--- src/rtl/dnn_weight_streamer.sv ---
// Streams weight rows from a ready/valid source into a layer-selected DNN weight array.
// Optional macro WS_LANE_MASK_EN zeroes lanes beyond each layer's nerve count.
module dnn_weight_streamer #(
  parameter int     NumLayers    = 2,
  parameter int     MaxNumNerves = 5,
  parameter int     M_W_BitSize  = 4,
  parameter integer LNI [NumLayers-1:0] = '{5, 4},
  parameter integer LNN [NumLayers-1:0] = '{2, 5}
) (
  input  logic                                      clk,
  input  logic                                      res,
  input  logic                                      in_start,
  input  logic                                      s_valid,
  input  logic [MaxNumNerves-1:0][M_W_BitSize-1:0]  s_data,
  output logic                                      s_ready,
  input  logic                                      in_ready,
  output logic [MaxNumNerves-1:0][M_W_BitSize-1:0]  out_weights,
  output logic                                      out_valid,
  output logic [NumLayers-1:0]                      out_layer_sel,
  output logic [NumLayers-1:0]                      out_layer_release,
  output logic                                      out_busy,
  output logic                                      out_done
);

  function automatic integer max_rows();
    integer m;
    m = 1;
    for (int i = 0; i < NumLayers; i++) begin
      if (LNI[i] > m) m = LNI[i];
    end
    return m;
  endfunction

  localparam integer MaxRows = max_rows();
  localparam int     RowW    = (MaxRows > 1) ? $clog2(MaxRows) : 1;
  localparam int     LayerW  = (NumLayers > 1) ? $clog2(NumLayers) : 1;

`ifdef WS_LANE_MASK_EN
  localparam bit MaskEn = 1'b1;
`else
  localparam bit MaskEn = 1'b0;
`endif

  typedef enum logic [1:0] {IDLE, LOAD, RELEASE, DONE} state_t;

  state_t              state, state_next;
  logic [LayerW-1:0]   k, k_next;
  logic [RowW-1:0]     r, r_next;
  logic [RowW-1:0]     last_row;
  int                  lane_limit;
  logic                handshake;
  logic [MaxNumNerves-1:0][M_W_BitSize-1:0] row_data;

  assign s_ready   = (state == LOAD) && in_ready;
  assign handshake = s_ready && s_valid;
  assign out_busy  = (state == LOAD) || (state == RELEASE);
  assign out_done  = (state == DONE);

  // Per-layer geometry selected by the current layer counter.
  always_comb begin
    last_row   = '0;
    lane_limit = MaxNumNerves;
    for (int i = 0; i < NumLayers; i++) begin
      if (k == LayerW'(i)) begin
        last_row   = RowW'(LNI[i] - 1);
        lane_limit = LNN[i];
      end
    end
  end

  always_comb begin
    row_data = s_data;
    for (int lane = 0; lane < MaxNumNerves; lane++) begin
      if (MaskEn && (lane >= lane_limit)) row_data[lane] = '0;
    end
  end

  always_comb begin
    out_layer_sel     = '0;
    out_layer_release = '0;
    if (out_busy)          out_layer_sel[k]     = 1'b1;
    if (state == RELEASE)  out_layer_release[k] = 1'b1;
  end

  always_comb begin
    state_next = state;
    k_next     = k;
    r_next     = r;
    case (state)
      IDLE: begin
        if (in_start) begin
          state_next = LOAD;
          k_next     = '0;
          r_next     = '0;
        end
      end
      LOAD: begin
        if (handshake) begin
          if (r == last_row) begin
            r_next     = '0;
            state_next = RELEASE;
          end else begin
            r_next = r + RowW'(1);
          end
        end
      end
      RELEASE: begin
        if (k == LayerW'(NumLayers - 1)) begin
          state_next = DONE;
        end else begin
          k_next     = k + LayerW'(1);
          state_next = LOAD;
        end
      end
      DONE: begin
        // A start request seen here is deliberately dropped.
        state_next = IDLE;
        k_next     = '0;
        r_next     = '0;
      end
      default: state_next = IDLE;
    endcase
  end

  always_ff @(posedge clk or posedge res) begin
    if (res) begin
      state       <= IDLE;
      k           <= '0;
      r           <= '0;
      out_weights <= '0;
      out_valid   <= 1'b0;
    end else begin
      state     <= state_next;
      k         <= k_next;
      r         <= r_next;
      out_valid <= handshake;
      if (handshake) out_weights <= row_data;
    end
  end

endmodule

--- config.mk ---
export PLATFORM = sky130hd
export DESIGN_NAME = dnn_weight_streamer
export DESIGN_NICKNAME = d
export VERILOG_FILES = /design/src/rtl/dnn_weight_streamer.sv
export SDC_FILE = /design/constraint.sdc
export NUM_CORES = 1
export LEC_CHECK = 0
export ABC_AREA = 1
export CORE_MARGIN = 2
export CORE_UTILIZATION = 35
export CTS_CLUSTER_DIAMETER = 30
export DETAILED_ROUTE_END_ITERATION = 7
export PLACE_DENSITY = 0.65
export SETUP_SLACK_MARGIN = 0.05
export SLEW_MARGIN = 20
export SYNTH_ARGS = -nofsm -noshare
export SYNTH_HDL_FRONTEND = slang
export SYNTH_SLANG_ARGS = --single-unit
--- constraint.sdc ---
create_clock -name clk -period 2 [get_ports clk]
set_clock_uncertainty 0.2 [all_clocks]
set_input_delay 0.6 -clock clk [delete_from_list [all_inputs] [get_ports clk]]
set_output_delay 0.6 -clock clk [all_outputs]
set_load 0.02 [all_outputs]
# After elaboration in Yosys (flattened, before gate mapping)
# Cells that the tools add are included.
[op_classes]
add_sub_neg = 2
order_cmp = 2
n_eq_ne = 7
muxes = 17
reduce_logical = 10
[ops]
columns = ["operator", "count"]
rows = [
  ["two-way mux 2 bit", 6],
  ["two-way mux 3 bit", 4],
  ["one-hot mux 3 bit (3 select lines)", 1],
  ["one-hot mux 2 bit (4 select lines)", 1],
  ["AND reduction 3 bit", 2],
  ["nonzero test 3 bit", 2],
  ["== test 2 bit, second input constant", 2],
  ["inequality test 2 bit, second input constant", 2],
  ["adder 3 x 1 -> 3 bit, second input constant", 1],
  ["== test 3 bit", 1],
  ["logical AND 1 bit", 3],
  ["two-way mux 1 bit", 3],
  ["one-hot mux 1 bit (3 select lines)", 1],
  ["== test 2 x 1 -> 1 bit, second input constant", 1],
  ["logical NOT 2 bit", 1],
  ["less-than comparator 1 x 2 -> 1 bit, second input constant", 1],
  ["inequality test 2 x 1 -> 1 bit, second input constant", 1],
  ["AND reduction 2 bit", 1],
  ["adder 1 bit, second input constant", 1],
  ["demux 1 bit (select 1 bit)", 1],
  ["greater-or-equal comparator 1 bit, second input constant", 1],
  ["logical OR 1 bit", 1],
]
[word_totals]
register_bits = 27
input_bits = 25
output_inout_bits = 28
word_cells = 47

# Depth between registers and ports, before layout
# Gate-level depths: netlist (run 1).
[depth]
ltp_word = 5
mapped_depth = 9
ltp_nobuf = 8

# Worst setup path after synthesis (run 1)
# No wires, ideal clock.
[synth_timing]
kind = "reg2out"
startpoint = "register state[0]"
endpoint = "output out_layer_sel[0]"
arrival_ns = 1.245
required_time_ns = 1.200
slack_ns = -0.045
path_stages_with_launch = 5
n_path_buf = 0
cell_sequence = "dfrtp_1 inv_1 ha_1 inv_1 nor2_1"
[synth_via]
elab_chain_len = 3
elab_cells_between_ends = 4
classes_between = "eq/ne (2); mux (1); reduce/logical (1)"
[synth_rtl]
columns = ["item", "line_no", "source"]
rows = [
  ["start, declared", "46", "state_t state, state_next;"],
  ["start signal, assigned", "133", "state <= state_next;"],
  ["== test 2 x 1 -> 1 bit / == test 2 bit (equally long branches)", "56", "assign out_busy = (state == LOAD) || (state == RELEASE);"],
  ["logical OR 1 bit *", "56", ""],
  ["named net out_busy", "21", "output logic out_busy,"],
  ["two-way mux 2 bit *", "81", "if (out_busy) out_layer_sel[k] = 1'b1;"],
  ["end, declared", "19", "output logic [NumLayers-1:0] out_layer_sel,"],
]
# Mark *: on every way through the listed nets, which the timed path passes. The rest lies on a longest branch.

# Worst setup path after layout (run 1)
[layout_timing]
startpoint = "register state[1]"
endpoint = "output out_layer_sel[0]"
[layout_via]
elab_chain_len = 3
elab_cells_between_ends = 4
classes_between = "eq/ne (2); mux (1); reduce/logical (1)"
[layout_rtl]
columns = ["item", "line_no"]
rows = [
  ["== test 2 x 1 -> 1 bit / == test 2 bit (equally long branches)", "56"],
  ["logical OR 1 bit *", "56"],
  ["two-way mux 2 bit *", "81"],
]
# Every way passes the cells marked *; elsewhere a longest branch is shown, timed or not.

==> results of run 1 <==
cells in the final DEF, fill, tap and decap left out:
cell             synthesis  routed
a21boi_1                 1       1
buf_12                   0       2
buf_2                    2       1
buf_4                    0      18
buf_6                    2       7
clkbuf_1                 0       1
clkbuf_8                 0       3
clkdlybuf4s50_1          0      23
dfrtp_1                 27      27
dlygate4sd2_1            0      22
ha_1                     7       3
ha_4                     0       4
inv_1                   16      11
inv_2                    2       7
nand2_1                 85      83
nand2_2                  1       3
nand3_1                  4       4
nand4_1                  1       1
nor2_1                   7       6
nor2_2                   0       1
o21ai_0                  3       2
o21ai_1                  1       1
o21ai_2                  0       1
or2_2                    1       1
xor2_1                   1       1
final cells by class:
cell class	count	area, um^2
well taps	48	60.1
repair buffers	73	682
fillers	337	1510
clock buffers	4	45.0
flip-flops and latches	27	676
inverters	18	67.6
multi-input cells	112	569
critical path, cell delays in order, from the launching register on:
cell     delay, ns
dfrtp_1       0.39
inv_2         0.08
ha_4          0.28
inv_2         0.03
nor2_2        0.08
buf_6         0.12
repair_timing:
item	in CTS	in global routing
setup buffers	7	1
endpoints found under the setup margin	28	8
resized for setup	75	4
pin swaps	2	1
hold buffers	0	0
path summary, 6_finish.rpt:
check / startpoint / to / cells past startpoint
min reg2reg: out_weights[19] / out_weights[19] / 2
max: state[1] / out_layer_sel[0] / 5
max reg2reg: state[0] / state[1] / 12
max in group asynchronous: res / out_weights[19] / 3
min in group asynchronous: res / k / 3
min: out_weights[19] / out_weights[19] / 2
metrics by stage:
stage                     worst slack (ns)  setup TNS (ns)  total power [uW]
after floorplan                     0.0621               0              1800
after global placement              -0.638           -1.73              2580
after detailed placement            -0.642           -1.82              2590
after CTS                          -0.0648          -0.189              2860
after global routing                -0.123          -0.584              3150
final                              -0.0570          -0.142              2880
report_power, final:
group / leakage (uW) / internal, uW / switching [uW]
clock network: 0.0000228 / 143 / 162
logic: 0.000805 / 744 / 920
registers: 0.000342 / 780 / 126
registers in the layout, summed over array words and instances, names as in the netlist:
signal       flops
k                1
r                3
out_weights     20
out_valid        1
state            2
metal layers:
layer / GRT usage [%] / vias up / routed length (um)
met1: 20.0 / 529 / 1360
li1: - / 625 / -
met4: 5.59 / 0 / 38
met2: 24.6 / 39 / 1320
met3: 4.51 / 4 / 191
met5: 0 / - / 0
kinds of logic (layout without fill, tap and decap cells):
group / after synthesis / after routing
AO/OA/AOI/OAI: 5 / 5
XOR/XNOR: 1 / 1
adder cells (fa/ha/maj): 7 / 7
buffers and inverters: 22 / 95
flip-flops: 27 / 27
AND/OR/NAND/NOR: 99 / 99
==> results_dict.tcl, run 1 <==
set metrics [dict create \
    synth-seq-cells 27 \
    num_rows 22 \
    clkSlewWorstSetupHoldPaths_ns 0.09 \
    syn2layout_area_growth_pct 63.5 \
    yosysMostFrequentCell "nand2_1" \
    worst_pin_slew_ns 0.352 \
    dp_hpwl_um 2080 \
    finalMaxSlewViolations 0 \
    grt_remaining_overflow 0 \
    yosys.area_share.simple_pct 29.9 \
    numClockSinks 27 \
    postSynthCellCount 161 \
    synth.area.top_cells "dfrtp_1 (53%), nand2_1 (25%), ha_1 (6.8%)" \
    ir_worst_vdd_uv 710 \
    synth-async-reset-ratio_pct 100 \
    design_area_um2 2100 \
    maxCapViolCount 0 \
    synth_compound_area_share_pct 2.14 \
    cts_buffer_depth 2 \
    fmax_mhz 486 \
    fin_crit_sh_pct 103 \
    synth_area_um2 1280 \
    root_buffer "clkbuf_8" \
    yosys.area.top_type_share_pct 52.6 \
    start_util_pct 35.6 \
    nets 267 \
    synth.avg_cell_area_um2 7.97 \
    finalHoldViolCount 0 \
    ys_dominant_reg_cell "dfrtp_1" \
    violations "setup timing" \
    drc 0 \
    cts_max_level 1 \
    die_h_um 64.6 \
    ys_types 16 \
    max_slew_margin_pct 76.5 \
    layout-drive-gt1-share_pct 20.5 \
    drtAntennaViolNets 0 \
    fin_ws_ns -0.0570 \
    drt-pass1-iter-count 4 \
    num_antenna_cells 0 \
    synth_commonest_cells "nand2_1 (85), dfrtp_1 (27), inv_1 (16)" \
    io_buffers 52 \
    vias 1197 \
    dpl_cell_area_um2 1960 \
    synth_top_area_cell "dfrtp_1" \
    finalSetupViolCount 4 \
    ys_seq_area_share_pct 52.6 \
    core_area_um2 3610 \
    synth_top_family_by_area "simple AND/OR/NAND/NOR gates" \
    worstPathMaxFanout 3 \
    synthAdderAreaFrac_pct 6.82 \
    worst_ep_required_time_ns 1.20 \
    cts_tree "done" \
    grt_max_degree 28 \
    drt_iter0_drc 48 \
    tritoncts.num_buffers 3 \
    grt_usage_pct 15.4 \
    whs_ns 0.278 \
    yosys_warnings 0 \
    layoutNonFillerInstCount 282 \
    fin_crit_ns 2.06 \
    grt_pass1_vias 1109 \
    place.gp.congestion 0.719 \
    power_density_nw_per_um2 1370 \
    worst_setup_path_end_kind "output port" \
    routedWlPerCell_um 10.3 \
    power_leakage_uw 0.00117 \
    synth_edf_count 0 \
    io_pins 53 \
    hold_class "flip-flop to flip-flop" \
    via_per_inst 4.24 \
    path_class "flip-flop to output port" \
    worstSetupStartpointType "flip-flop" \
    grt_pass1_wl_um 5040 \
    synth_xor_area_share_pct 0.682 \
    outcome "finished, violations left" \
    dieWidth_um 64.6 \
    arrival_ns 1.26 \
    insertion_delay_ns 0.27 \
    wl_um 2910 \
    antenna_found_initial 0 \
    dp.cells 270 \
    utilization_pct 58.2 \
    r2r_slack_ns 0 \
    dieArea_um2 4170 \
    synth_mux_area_share_pct 0 \
    syn_nets 193 \
    rsz0062_at_grt "yes" \
]
Note: power is estimated with default switching activity, not from simulation.
==> inputs of run 2 (changes only) <==
--- a/config.mk
+++ b/config.mk
@@ -16,3 +16,4 @@
 export SYNTH_ARGS = -nofsm -noshare
 export SYNTH_HDL_FRONTEND = slang
 export SYNTH_SLANG_ARGS = --single-unit
+export TNS_END_PERCENT = 20
==> results_dict.tcl, run 2 (same netlist as run 1, synthesis figures left out) <==
set metrics [dict create \
    worstSetupStartpointType "flip-flop" \
    fin_crit_ns 2.06 \
    power_switching_share_pct 42.0 \
    grt_pass1_vias 1099 \
    num_antenna_cells 0 \
    r2r_slack_ns 0.01 \
    finalHoldViolCount 0 \
    cts_max_level 1 \
    mostFrequentLayoutCell "nand2_1" \
    root_buffer "clkbuf_8" \
    io_buffers 52 \
    largest_register_ff_count 20 \
    pre_cts_ws_ns -0.642 \
    drt_iter0_drc 54 \
    hold_buffers 0 \
    wl_um 2870 \
    tritoncts.num_buffers 3 \
    top_regs "out_weights x20, r x3, state x2" \
    p_total_uw 2840 \
    place.gp.congestion 0.719 \
    num_rows 22 \
    power_density_nw_per_um2 1370 \
    fmax_mhz 485 \
    layoutNonFillerInstCount 280 \
    dp_hpwl_um 2080 \
    finalSetupViolCount 4 \
    dp.cells 270 \
    nets 265 \
    fin_ws_ns -0.0598 \
    power_frac_clock_pct 10.8 \
    routedWlPerCell_um 10.3 \
    numClockSinks 27 \
    worst_pin_slew_ns 0.350 \
    outcome "finished, violations left" \
    grt_remaining_overflow 0 \
    violations "setup timing" \
    reg2reg_depth 12 \
    drt-pass1-iter-count 5 \
    dieWidth_um 64.6 \
    vias 1181 \
    via_per_inst 4.22 \
    maxCapViolCount 0 \
    syn2layout_area_growth_pct 61.4 \
    worst_ep_required_time_ns 1.20 \
    grt_usage_pct 15.3 \
    cts_tree "done" \
    regMostFlops "out_weights" \
    dieArea_um2 4170 \
    ir_worst_vdd_uv 709 \
    rsz0062_at_grt "yes" \
    p_seq_share_pct 32.0 \
    fin_crit_sh_pct 103 \
    die_h_um 64.6 \
    worstPathMaxFanout 3 \
    finalMaxSlewViolations 0 \
    drc 0 \
    core_area_um2 3610 \
    start_util_pct 35.6 \
    max_slew_margin_pct 76.7 \
    internal_power_uw 1640 \
    antenna_found_initial 0 \
    grt_pass1_wl_um 4990 \
    worst_setup_path_end_kind "output port" \
    io_pins 53 \
    grt_max_degree 28 \
    switchingPower_uw 1190 \
    whs_path_depth 2 \
    arrival_ns 1.26 \
    mostFrequentLayoutCells "nand2_1 (83), dfrtp_1 (27), clkdlybuf4s50_1 (23), dlygate4sd2_1 (22), buf_4 (16)" \
    power_frac_comb_pct 57.3 \
    power_leakage_uw 0.00116 \
    utilization_pct 57.5 \
    clkSlewWorstSetupHoldPaths_ns 0.09 \
    drtAntennaViolNets 0 \
    insertion_delay_ns 0.27 \
    hold_class "flip-flop to flip-flop" \
    layout-drive-gt1-share_pct 19.4 \
    cts_buffer_depth 2 \
    path_class "flip-flop to output port" \
]
==> run 2: area by class of cell <==
type                    count  area (um^2)
well taps                  48         60.1
flip-flops and latches     27          676
fillers                   338         1530
clock buffers               4         45.0
multi-input cells         112          557
inverters                  18         67.6
repair buffers             71          667
==> run 2: through the flow <==
step | setup TNS, ns | hold slack, ns | cell area (um^2)
5_1_grt | -0.589 | 0.310 | 2070
2_1_floorplan | 0 | 0.291 | 1290
6_report | -0.145 | 0.278 | 2070
3_3_place_gp | -1.73 | 0.261 | 1960
3_5_place_dp | -1.82 | 0.266 | 1960
4_1_cts | -0.197 | 0.285 | 2060
==> run 2: routing by layer <==
metal / vias to the layer above / global-route usage (%) / part of all wire (%)
li1: 623 / - / -
met1: 517 / 19.9 / 47
met5: - / 0 / 0
met2: 37 / 24.2 / 45
met3: 4 / 4.51 / 6.6
met4: 0 / 5.59 / 1.3
==> run 2: critical path: stages (launching register included) <==
cell	delay [ns]
dfrtp_1	0.39
inv_2	0.08
ha_4	0.28
inv_2	0.03
nor2_2	0.08
buf_6	0.12
==> run 2: repair_timing <==
| item | CTS | global route |
|---|---|---|
| pin swaps | 2 | 1 |
| setup buffers | 6 | 0 |
| setup endpoints to repair | 28 | 8 |
| resized for setup | 75 | 2 |
==> run 2: final timing paths <==
kind                                     to       startpoint
max in group asynchronous   out_weights[19]              res
max                        out_layer_sel[0]         state[1]
max reg2reg                        state[1]         state[0]
min in group asynchronous                 k              res
min                         out_weights[19]  out_weights[19]
min reg2reg                 out_weights[19]  out_weights[19]
==> run 2: power by group through the flow <==
stage / Sequential [uW] / Clock (uW) / Combinational, uW
3_3_place_gp: 915 / 0 / 1670
4_1_cts: 909 / 318 / 1620
6_report: 907 / 305 / 1620
2_1_floorplan: 1170 / 0 / 631
3_5_place_dp: 924 / 0 / 1670
5_1_grt: 946 / 342 / 1820
